--- src/rtl/axis_coeff_packer.sv ---
// Packs zero-extended COEF_W-bit coefficients two per 64-bit AXI-Stream beat, with per-frame tkeep/tlast.
// Optional output stall counter is enabled by defining PACKER_STALL_CNT_EN.
module axis_coeff_packer #(
  parameter int COEF_W = 23,
  parameter int LEN_W  = 12
) (
  input  logic              clk,
  input  logic              rst,
  input  logic              start,
  input  logic [LEN_W-1:0]  coef_count,
  input  logic              in_valid,
  output logic              in_ready,
  input  logic [COEF_W-1:0] in_data,
  output logic              m_axis_tvalid,
  input  logic              m_axis_tready,
  output logic [63:0]       m_axis_tdata,
  output logic [7:0]        m_axis_tkeep,
  output logic              m_axis_tlast,
  output logic              busy,
  output logic              done,
  output logic [31:0]       beat_count
`ifdef PACKER_STALL_CNT_EN
  ,
  output logic [31:0]       stall_count
`endif
);

  typedef enum logic [1:0] {IDLE, LO, HI, DRAIN} state_t;

  state_t           state_q;
  logic [LEN_W-1:0] rem_q;
  logic [31:0]      lane0_q;
  logic             tvalid_q;
  logic [63:0]      tdata_q;
  logic [7:0]       tkeep_q;
  logic             tlast_q;
  logic             busy_q;
  logic             done_q;
  logic [31:0]      beat_cnt_q;

  logic             beat_hs_d;
  logic             reg_free_d;
  logic             coef_hs_d;
  logic             last_coef_d;
  logic [31:0]      coef_d;

  function automatic logic [31:0] zext(input logic [COEF_W-1:0] d);
    logic [31:0] r;
    r = 32'h0;
    r[COEF_W-1:0] = d;
    return r;
  endfunction

  // The single output register is reusable when empty or draining this cycle.
  always_comb begin
    beat_hs_d   = tvalid_q && m_axis_tready;
    reg_free_d  = !tvalid_q || m_axis_tready;
    coef_hs_d   = in_valid && in_ready;
    last_coef_d = (rem_q == LEN_W'(1));
    coef_d      = zext(in_data);
  end

  assign in_ready      = ((state_q == LO) || (state_q == HI)) && reg_free_d;
  assign m_axis_tvalid = tvalid_q;
  assign m_axis_tdata  = tdata_q;
  assign m_axis_tkeep  = tkeep_q;
  assign m_axis_tlast  = tlast_q;
  assign busy          = busy_q;
  assign done          = done_q;
  assign beat_count    = beat_cnt_q;

  // Frame FSM, output beat register and cumulative beat counter.
  always_ff @(posedge clk) begin
    if (rst) begin
      state_q    <= IDLE;
      rem_q      <= '0;
      lane0_q    <= 32'h0;
      tvalid_q   <= 1'b0;
      tdata_q    <= 64'h0;
      tkeep_q    <= 8'h00;
      tlast_q    <= 1'b0;
      busy_q     <= 1'b0;
      done_q     <= 1'b0;
      beat_cnt_q <= 32'h0;
    end else begin
      done_q <= 1'b0;
      if (beat_hs_d) begin
        tvalid_q   <= 1'b0;
        beat_cnt_q <= beat_cnt_q + 32'd1;
      end
      case (state_q)
        IDLE: begin
          if (start) begin
            if (coef_count == '0) begin
              done_q <= 1'b1;
            end else begin
              rem_q   <= coef_count;
              busy_q  <= 1'b1;
              state_q <= LO;
            end
          end
        end
        LO: begin
          if (coef_hs_d) begin
            lane0_q <= coef_d;
            rem_q   <= rem_q - LEN_W'(1);
            if (last_coef_d) begin
              // Odd-length tail: upper lane stays zero and only the low 4 bytes are kept.
              tvalid_q <= 1'b1;
              tdata_q  <= {32'h0, coef_d};
              tkeep_q  <= 8'h0F;
              tlast_q  <= 1'b1;
              state_q  <= DRAIN;
            end else begin
              state_q <= HI;
            end
          end
        end
        HI: begin
          if (coef_hs_d) begin
            rem_q    <= rem_q - LEN_W'(1);
            tvalid_q <= 1'b1;
            tdata_q  <= {coef_d, lane0_q};
            tkeep_q  <= 8'hFF;
            tlast_q  <= last_coef_d;
            state_q  <= last_coef_d ? DRAIN : LO;
          end
        end
        DRAIN: begin
          if (beat_hs_d && tlast_q) begin
            done_q  <= 1'b1;
            busy_q  <= 1'b0;
            state_q <= IDLE;
          end
        end
        default: state_q <= IDLE;
      endcase
    end
  end

`ifdef PACKER_STALL_CNT_EN
  logic [31:0] stall_cnt_q;

  assign stall_count = stall_cnt_q;

  // Cycles the downstream holds off a valid beat; restarts with each accepted frame start.
  always_ff @(posedge clk) begin
    if (rst) begin
      stall_cnt_q <= 32'h0;
    end else if ((state_q == IDLE) && start) begin
      stall_cnt_q <= 32'h0;
    end else if (tvalid_q && !m_axis_tready) begin
      stall_cnt_q <= stall_cnt_q + 32'd1;
    end else begin
      stall_cnt_q <= stall_cnt_q;
    end
  end
`endif

endmodule

--- config.mk ---
export PLATFORM = sky130hd
export DESIGN_NAME = axis_coeff_packer
export DESIGN_NICKNAME = d
export VERILOG_FILES = /design/src/rtl/axis_coeff_packer.sv
export SDC_FILE = /design/constraint.sdc
export NUM_CORES = 1
export LEC_CHECK = 0
export ABC_AREA = 1
export CAP_MARGIN = 0
export CORE_AREA = 8 8 151 153
export CTS_CLUSTER_DIAMETER = 100
export CTS_CLUSTER_SIZE = 40
export DETAILED_ROUTE_END_ITERATION = 8
export DIE_AREA = 0 0 159 161
export GPL_ROUTABILITY_DRIVEN = 0
export SYNTH_ARGS = -nofsm -noshare
export SYNTH_HDL_FRONTEND = slang
export SYNTH_SLANG_ARGS = --single-unit
--- constraint.sdc ---
create_clock -name clk -period 2.1 [get_ports clk]
set_clock_uncertainty 0.05 [all_clocks]
set_input_delay 0.21 -clock clk [delete_from_list [all_inputs] [get_ports clk]]
set_output_delay 0.21 -clock clk [all_outputs]
set_load 0.01 [all_outputs]
==> Word-level counts from Yosys, hierarchy flattened <==
Cells that the tools add are included.
{ "classes": {"addsub": 2, "n_eq_ne": 11, "n_mux": 37, "n_reduce_logical": 18} }
{ "ops": {"columns": ["cell", "n"], "rows": [
  ["64-bit 2-to-1 mux", 3],
  ["64-bit case mux with 2 select lines", 1],
  ["12-bit 2-to-1 mux", 3],
  ["32-bit by 1-bit adder with 32-bit output (second input constant)", 1],
  ["8-bit 2-to-1 mux", 3],
  ["12-bit case mux with 2 select lines", 1],
  ["8-bit case mux with 2 select lines", 1],
  ["1-bit 2-to-1 mux", 14],
  ["12-bit by 1-bit == test with 1-bit output (second input constant)", 1],
  ["12-bit logical NOT", 1],
  ["2-bit 2-to-1 mux", 6],
  ["2-bit inequality test (second input constant)", 6],
  ["4-bit AND reduction", 3],
  ["12-bit by 1-bit subtractor with 12-bit output (second input constant)", 1],
  ["1-bit case mux with 2 select lines", 4],
  ["2-bit case mux with 4 select lines", 1],
  ["2-bit nonzero test", 3],
  ["5-bit AND reduction", 1],
  ["2-bit == test (second input constant)", 2],
  ["1-bit logical AND", 4],
  ["2-bit by 1-bit == test with 1-bit output (second input constant)", 1],
  ["2-bit logical NOT", 1],
  ["1-bit logical OR", 2],
  ["2-bit by 1-bit inequality test with 1-bit output (second input constant)", 1],
  ["other kinds (3)", 3]
]} }
{ "word_totals": {"ff_bits": 145, "in_bits": 40, "out_inout_bits": 109, "word_cells": 78} }

==> Depth between registers and ports, before layout <==
Gate-level depths: netlist of the first run.
{ "logic_depth": {"ltp_word": 6, "depth_mapped": 11} }

==> Worst setup path after synthesis of the first run <==
Ideal clock, no wire load.
{ "synth_timing": {"kind": "register to register", "start": "register state_q[0]", "end": "register lane0_q[13]", "arrival_ns": 1.660, "required_time_ns": 1.922, "setup_slack_ns": 0.262, "stages_incl_launch_ff": 10, "n_path_buf": 1, "synth_period_minus_slack_ns": 1.838, "path_cell_list": "dfxtp_1 > inv_1 > ha_1 > nand2_1 > inv_1 > o21ai_2 > inv_2 > nand2_1 > clkbuf_1 > a21oi_1"} }
{ "synth_via": {"elab_chain_cells": 5, "word_cells_on_any_way": 6} }
{ "synth_rtl": {"columns": ["element", "line_no", "source"], "rows": [
  ["start, declared", "30", "state_t state_q;"],
  ["start signal, assigned", "126", "state_q <= last_coef_d ? DRAIN : LO;"],
  ["2-bit by 1-bit == test with 1-bit output / 2-bit == test (equally long branches)", "63, 91", null],
  ["1-bit logical OR", "63", "assign in_ready = ((state_q == LO) || (state_q == HI)) && reg_free_d;"],
  ["1-bit logical AND", "63", null],
  ["1-bit logical AND", "58", "coef_hs_d = in_valid && in_ready;"],
  ["2-bit AND reduction (no line) (*)", null, null],
  ["end signal, assigned", "105", "lane0_q <= coef_d;"],
  ["end, declared", "32", "logic [31:0] lane0_q;"]
]} }
Mark *: on every way between the ends. The rest lies on a longest branch, timed or not.
A chain may end at the register's enable or synchronous reset.

==> Final worst setup path of the first run <==
{ "layout_timing": {"start": "register state_q[0]", "end": "output port in_ready"} }
{ "layout_via": {"elab_chain_cells": 3, "word_cells_on_any_way": 4} }
{ "layout_rtl": {"columns": ["element", "line_no", "source"], "rows": [
  ["2-bit by 1-bit == test with 1-bit output / 2-bit == test (equally long branches)", "63", null],
  ["1-bit logical OR (*)", "63", null],
  ["1-bit logical AND (*)", "63", null],
  ["end, declared", "12", "output logic in_ready,"]
]} }
Marked as above.

==> results of run 1 <==
layout by cell type (no fill, tap or decap), drive strengths merged, types with 2 or more instances in the layout:
cell | Yosys | routed
nand3 | 34 | 34
clkdlybuf4s50 | 0 | 128
o21ai | 46 | 46
bufinv | 0 | 3
inv | 81 | 81
nor2 | 112 | 112
nor3 | 10 | 10
o21bai | 3 | 3
dfxtp | 121 | 121
buf | 48 | 22
clkinvlp | 0 | 4
nor3b | 3 | 3
o21a | 2 | 2
a31oi | 2 | 2
xor2 | 7 | 7
a21oi | 122 | 122
clkinv | 0 | 4
nand4 | 59 | 59
ha | 8 | 8
conb | 1 | 18
nand2 | 174 | 174
clkbuf | 22 | 20
metrics by stage:
step                instances  utilization
finish                   1263        0.397
global route             1263        0.397
CTS                      1263        0.397
detailed placement       1232        0.367
global placement         1232        0.367
floorplan                 876            -
routing by layer:
layer / part of all wire / vias to the layer above / GRT usage
met2: 0.45 / 178 / 0.217
li1: - / 3039 / -
met3: 0.078 / 28 / 0.0522
met5: 0.0011 / - / 0
met1: 0.46 / 2698 / 0.168
met4: 0.016 / 4 / 0.0515
how the worst max path moves through the flow:
stage / start / endpoint / slack, ps
after floorplan: state_q[0] / lane0_q[13] / 260
after global placement: m_axis_tready / beat_count[29] / 160
after detailed placement: m_axis_tready / beat_count[27] / 130
after CTS: state_q[0] / in_ready / 50
after global routing: state_q[0] / in_ready / 6
final: state_q[0] / in_ready / 70
tightest hold or removal path: stages:
cell and delay (ps):
buf_2 100, inv_1 50, buf_4 210, nand2_1 90, nor2_1 30
report_power, final:
group | internal (mW) | switching [mW] | total, mW | leakage [nW]
combinational | 1.43 | 2.24 | 3.67 | 1.79
sequential | 2.65 | 0.251 | 2.90 | 0.980
clock | 1.92 | 1.11 | 3.02 | 0.284
registers in the layout, indices dropped and copies added (netlist names):
signal and flops:
lane0_q 23, m_axis_tvalid 1, done 1, busy 1, m_axis_tlast 1, m_axis_tdata 46
beat_count 32, rem_q 12, m_axis_tkeep 2, state_q 2
final cells by class:
cell class	count	share of cell area
clock buffer	20	0.0560
clock inverter	11	0.0181
inverter	81	0.0373
multi-input combinational	604	0.362
sequential	121	0.297
tap	275	0.0422
timing repair buffer	151	0.187
cell families (layout without fill, tap and decap cells):
group	Yosys count	in the layout	share of synthesized area
AND/OR/NAND/NOR	394	394	0.299
flip-flops	121	121	0.401
other	1	18	0.000621
multiplexers	1	1	0.00187
buffers and inverters	151	263	0.121
adder cells (fa/ha/maj)	8	8	0.0166
AO/OA/AOI/OAI	176	176	0.149
XOR/XNOR	7	7	0.0102
timing repair:
| action | CTS | global route |
|---|---|---|
| setup endpoints to repair | 1 | 0 |
| buffers inserted | 0 | 0 |
| hold endpoints to repair | 0 | 0 |
| gates resized for setup | 1 | 0 |
==> impl_metrics.tcl, run 1 <==
set metrics [dict create \
    outcome "finished, final reports clean" \
    synth-warning-count 0 \
    cp_num_buf_inv 3 \
    post_synth_instance_area_um2 6040 \
    p_total_mw 9.60 \
    r2r_end "state_q[0]" \
    worst_hold_path.num_cells 5 \
    area_occupied_by_multi_input_gates_um2 2950 \
    whs_ps 277 \
    final_hold_viol_count 0 \
    whs_endpoint "beat_count[30]" \
    synth_area_per_cell_um2 7.03 \
    dpl.hpwl_mm 12.5 \
    timing.critical_path.fanout_max 5 \
    r2r-start "state_q[0]" \
    cts.hold.buffers_added 0 \
    p_leak_nw 3.06 \
    top_level_ports 149 \
    port_buffers 130 \
    final_layout_size_suffix_gt1_frac 0.0779 \
    first_global_vias 5592 \
    maxClockFrequency_ghz 0.491 \
    critical_setup_path_kind "register to output port" \
    critical_path.max_stage_delay_ps 340 \
    number_of_sinks_on_the_clock_net 121 \
    num-fill-cells 2170 \
    crit_path_dat_ps 1770 \
    startpoint_type "register" \
    worst_slack_ps 65.0 \
    num_rows 53 \
    reg2reg_slack_ps 200 \
    least_margin_pin_slew_ps 537 \
    drt_iter0_markers 327 \
    synth_top_cell_area_share 0.401 \
    maxSlewViolCount 0 \
    yosysUniqueCellTypes 36 \
    r2r_cells 9 \
    synth_ff_type "dfxtp_1" \
    worstHoldStart "rst" \
    cts_tree "done" \
    cp_slowest_cell "dfxtp_1" \
    drc_errors 0 \
    route.vias.total 5947 \
    grt_max_degree 73 \
    detail-route-antenna-nets 0 \
    drt_wl_total_mm 17.9 \
    cts-buffers-inserted 17 \
    final_area_um2 8150 \
    post-route-min-period_ps 2030 \
    ff_latch_area_um2 2420 \
    total_power_divided_by_cell_area_nw_per_um2 1180 \
    route.detailed.wl_per_inst_um 14.2 \
    cap_viol_max_count 0 \
    max-vdd-ir-drop_uv 776 \
    crit_chain "inv_1, ha_1, inv_1, nor2_1, dlygate4sd2_1" \
    clock_path_buffers 2 \
    max-slew-margin-rel 0.639 \
    ys_top_cells_by_area "dfxtp_1 40%, nand2_1 11%, a21oi_1 10%" \
    insertion_delay_of_the_later_clocked_pin_in_the_worst_skew_pair_ps 420 \
    die_w_um 159 \
    crit_top_cell "inv_1" \
    min_period_over_period 0.969 \
    ctsRootBufferMaster "clkbuf_16" \
    synthTopCellsByCount "169 x nand2_1, 122 x a21oi_1, 121 x dfxtp_1" \
    finalSetupViolations 0 \
    drtPass1Iterations 7 \
    syn-instance-count 859 \
    synth_seq_area_share 0.401 \
    diodes 0 \
    placement.cell_area_um2 7550 \
    synth-edff-count 0 \
    timing.critical_path.to_type "output port" \
    grt_util_all_layers 0.138 \
    synth.most_common_cell "nand2_1" \
    core_region_area_um2 20600 \
    postSynthRegisterBits 121 \
    antenna_found_initial 2 \
    nNetsFinal 1024 \
    tns_ps 0 \
    preCtsSetupSlack_ps 133 \
    initial_utilization 0.294 \
    yosys.area.top_type "dfxtp_1" \
    clock_tree.htree_level_count 4 \
    die_span_in_y_um 161 \
    fp.dieArea_um2 25600 \
    hp-class "input port to register" \
    worst_path_dominant_cell_family "buffers and inverters" \
    growth_of_design_area_from_synthesis_to_finish_pct 35.1 \
    setup_repair_after_global_routing_missed_its_margin "false" \
    critical_path_depth 5 \
    worst_setup_hold_path_clk_slew_ps 60 \
    overflow 0 \
    grt_first_pass_wirelength_mm 29.1 \
    viasPerCell 4.71 \
    timing.critical_path.required_ps 1840 \
    async_reset_ff_frac 0 \
]
Note: power is estimated with default switching activity, not from simulation.
==> run 2, diff against run 1 <==
- CELL_PAD_IN_SITES_DETAIL_PLACEMENT: unset -> 0
- CELL_PAD_IN_SITES_GLOBAL_PLACEMENT: unset -> 1
- PLACE_DENSITY_LB_ADDON: unset -> 0.1
==> run 2 against run 1 <==
  * Non-clock buffer count increased by 4
  * Cell area increased by 0.57%
  * Core utilization increased by 0.23 points
  * Critical path depth unchanged
  * Global-route usage grew 0.91 points
  * Sequential share of layout area is 0.17 points lower
  * Cell count up 0.40%
  * Sequential power is essentially flat
  * Power is 1.4% higher
  * Via count down 3.2%
  * Flip-flop and latch count did not move
  * Critical path type unchanged
==> impl_metrics.tcl, run 2 (same netlist as run 1, synthesis figures left out) <==
set metrics [dict create \
    largest_register_ff_count 46 \
    antenna_found_initial 0 \
    growth_of_design_area_from_synthesis_to_finish_pct 35.8 \
    grt_util_all_layers 0.147 \
    finalSetupViolations 0 \
    die_w_um 159 \
    dpl.hpwl_mm 12.7 \
    cap_viol_max_count 0 \
    final_area_um2 8200 \
    num_rows 53 \
    initial_utilization 0.294 \
    num-fill-cells 2209 \
    number_of_sinks_on_the_clock_net 121 \
    grt_first_pass_wirelength_mm 30.9 \
    max-vdd-ir-drop_uv 728 \
    drc_errors 0 \
    final_hold_viol_count 0 \
    route.detailed.wl_per_inst_um 14.7 \
    least_margin_pin_slew_ps 613 \
    port_buffers 130 \
    die_span_in_y_um 161 \
    tns_ps 0 \
    timing.critical_path.required_ps 1840 \
    nNetsFinal 1028 \
    min_period_over_period 0.915 \
    drt_iter0_markers 229 \
    max-slew-margin-rel 0.588 \
    route.vias.total 5759 \
    cts-buffers-inserted 17 \
    clock_tree.htree_level_count 4 \
    crit_path_dat_ps 1660 \
    detail-route-antenna-nets 0 \
    drtPass1Iterations 4 \
    startpoint_type "register" \
    critical_setup_path_kind "register to output port" \
    timing.critical_path.fanout_max 5 \
    total_power_divided_by_cell_area_nw_per_um2 1190 \
    maxClockFrequency_ghz 0.520 \
    drt_wl_total_mm 18.6 \
    first_global_vias 5795 \
    core_region_area_um2 20600 \
    p_total_mw 9.73 \
    post-route-min-period_ps 1920 \
    fin_util 0.399 \
    cts_tree "done" \
    p_leak_nw 3.09 \
    timing.critical_path.to_type "output port" \
    hp-class "input port to register" \
    fp.dieArea_um2 25600 \
    setup_repair_after_global_routing_missed_its_margin "false" \
    worst_setup_hold_path_clk_slew_ps 60 \
    top_level_ports 149 \
    ctsRootBufferMaster "clkbuf_16" \
    outcome "finished, final reports clean" \
    placement.cell_area_um2 7580 \
    clock_path_buffers 2 \
    insertion_delay_of_the_later_clocked_pin_in_the_worst_skew_pair_ps 410 \
    diodes 0 \
    grt_max_degree 79 \
    final_layout_size_suffix_gt1_frac 0.0816 \
    layout.cells.most_common_list "169 x nand2_1, 128 x clkdlybuf4s50_1, 122 x a21oi_1" \
    overflow 0 \
    maxSlewViolCount 0 \
    layout_commonest_cell "nand2_1" \
    viasPerCell 4.54 \
]
run 2: layout make-up:
class                           count  area, µm²  share of cell area
Sequential cell                   121       2420               0.295
Clock inverter                     12        174              0.0212
Timing Repair Buffer              155       1560               0.190
Multi-Input combinational cell    604       2950               0.360
Inverter                           81        304              0.0371
Clock buffer                       20        447              0.0545
Tap cell                          275        344              0.0420
run 2: timing repair:
item,in CTS,in global routing
hold buffers,0,0
gates resized for setup,1,0
endpoints found under the setup margin,1,0
buffers inserted,0,0
run 2: critical path: stages, from the launching register on:
cell and delay (ps):
dfxtp_1 320, inv_1 100, ha_1 340, inv_1 90, nor2_1 130, dlygate4sd2_1 290
run 2: routing by layer:
layer  part of all wire  vias up  GRT usage
li1                   -     3040          -
met1               0.48     2597      0.186
met2               0.46      109      0.240
met3              0.050       13     0.0443
met4             0.0093        0     0.0369
met5                  0        -          0
run 2: final timing paths:
path	startpoint	end	slack, ps	cells after the start
worst max register to register	state_q[0]	m_axis_tdata[49]	260	9
worst max-delay path	state_q[0]	in_ready	180	5
worst min-delay path	rst	beat_count[18]	260	5
worst min register to register	lane0_q[8]	lane0_q[8]	400	2
run 2: metrics by stage:
step / cells / setup slack [ps] / hold WS [ps]
3_5_place_dp: 1236 / 91.2 / 393
3_3_place_gp: 1236 / 132 / 389
4_1_cts: 1268 / 106 / 240
6_report: 1268 / 178 / 257
2_1_floorplan: 876 / 262 / 325
5_1_grt: 1268 / 41.3 / 268
run 2: power breakdown:
part | total [mW] | internal, mW | switching (mW)
clock network | 3.11 | 2.01 | 1.09
registers | 2.90 | 2.65 | 0.251
logic | 3.72 | 1.45 | 2.27
total | 9.73 | 6.11 | 3.62
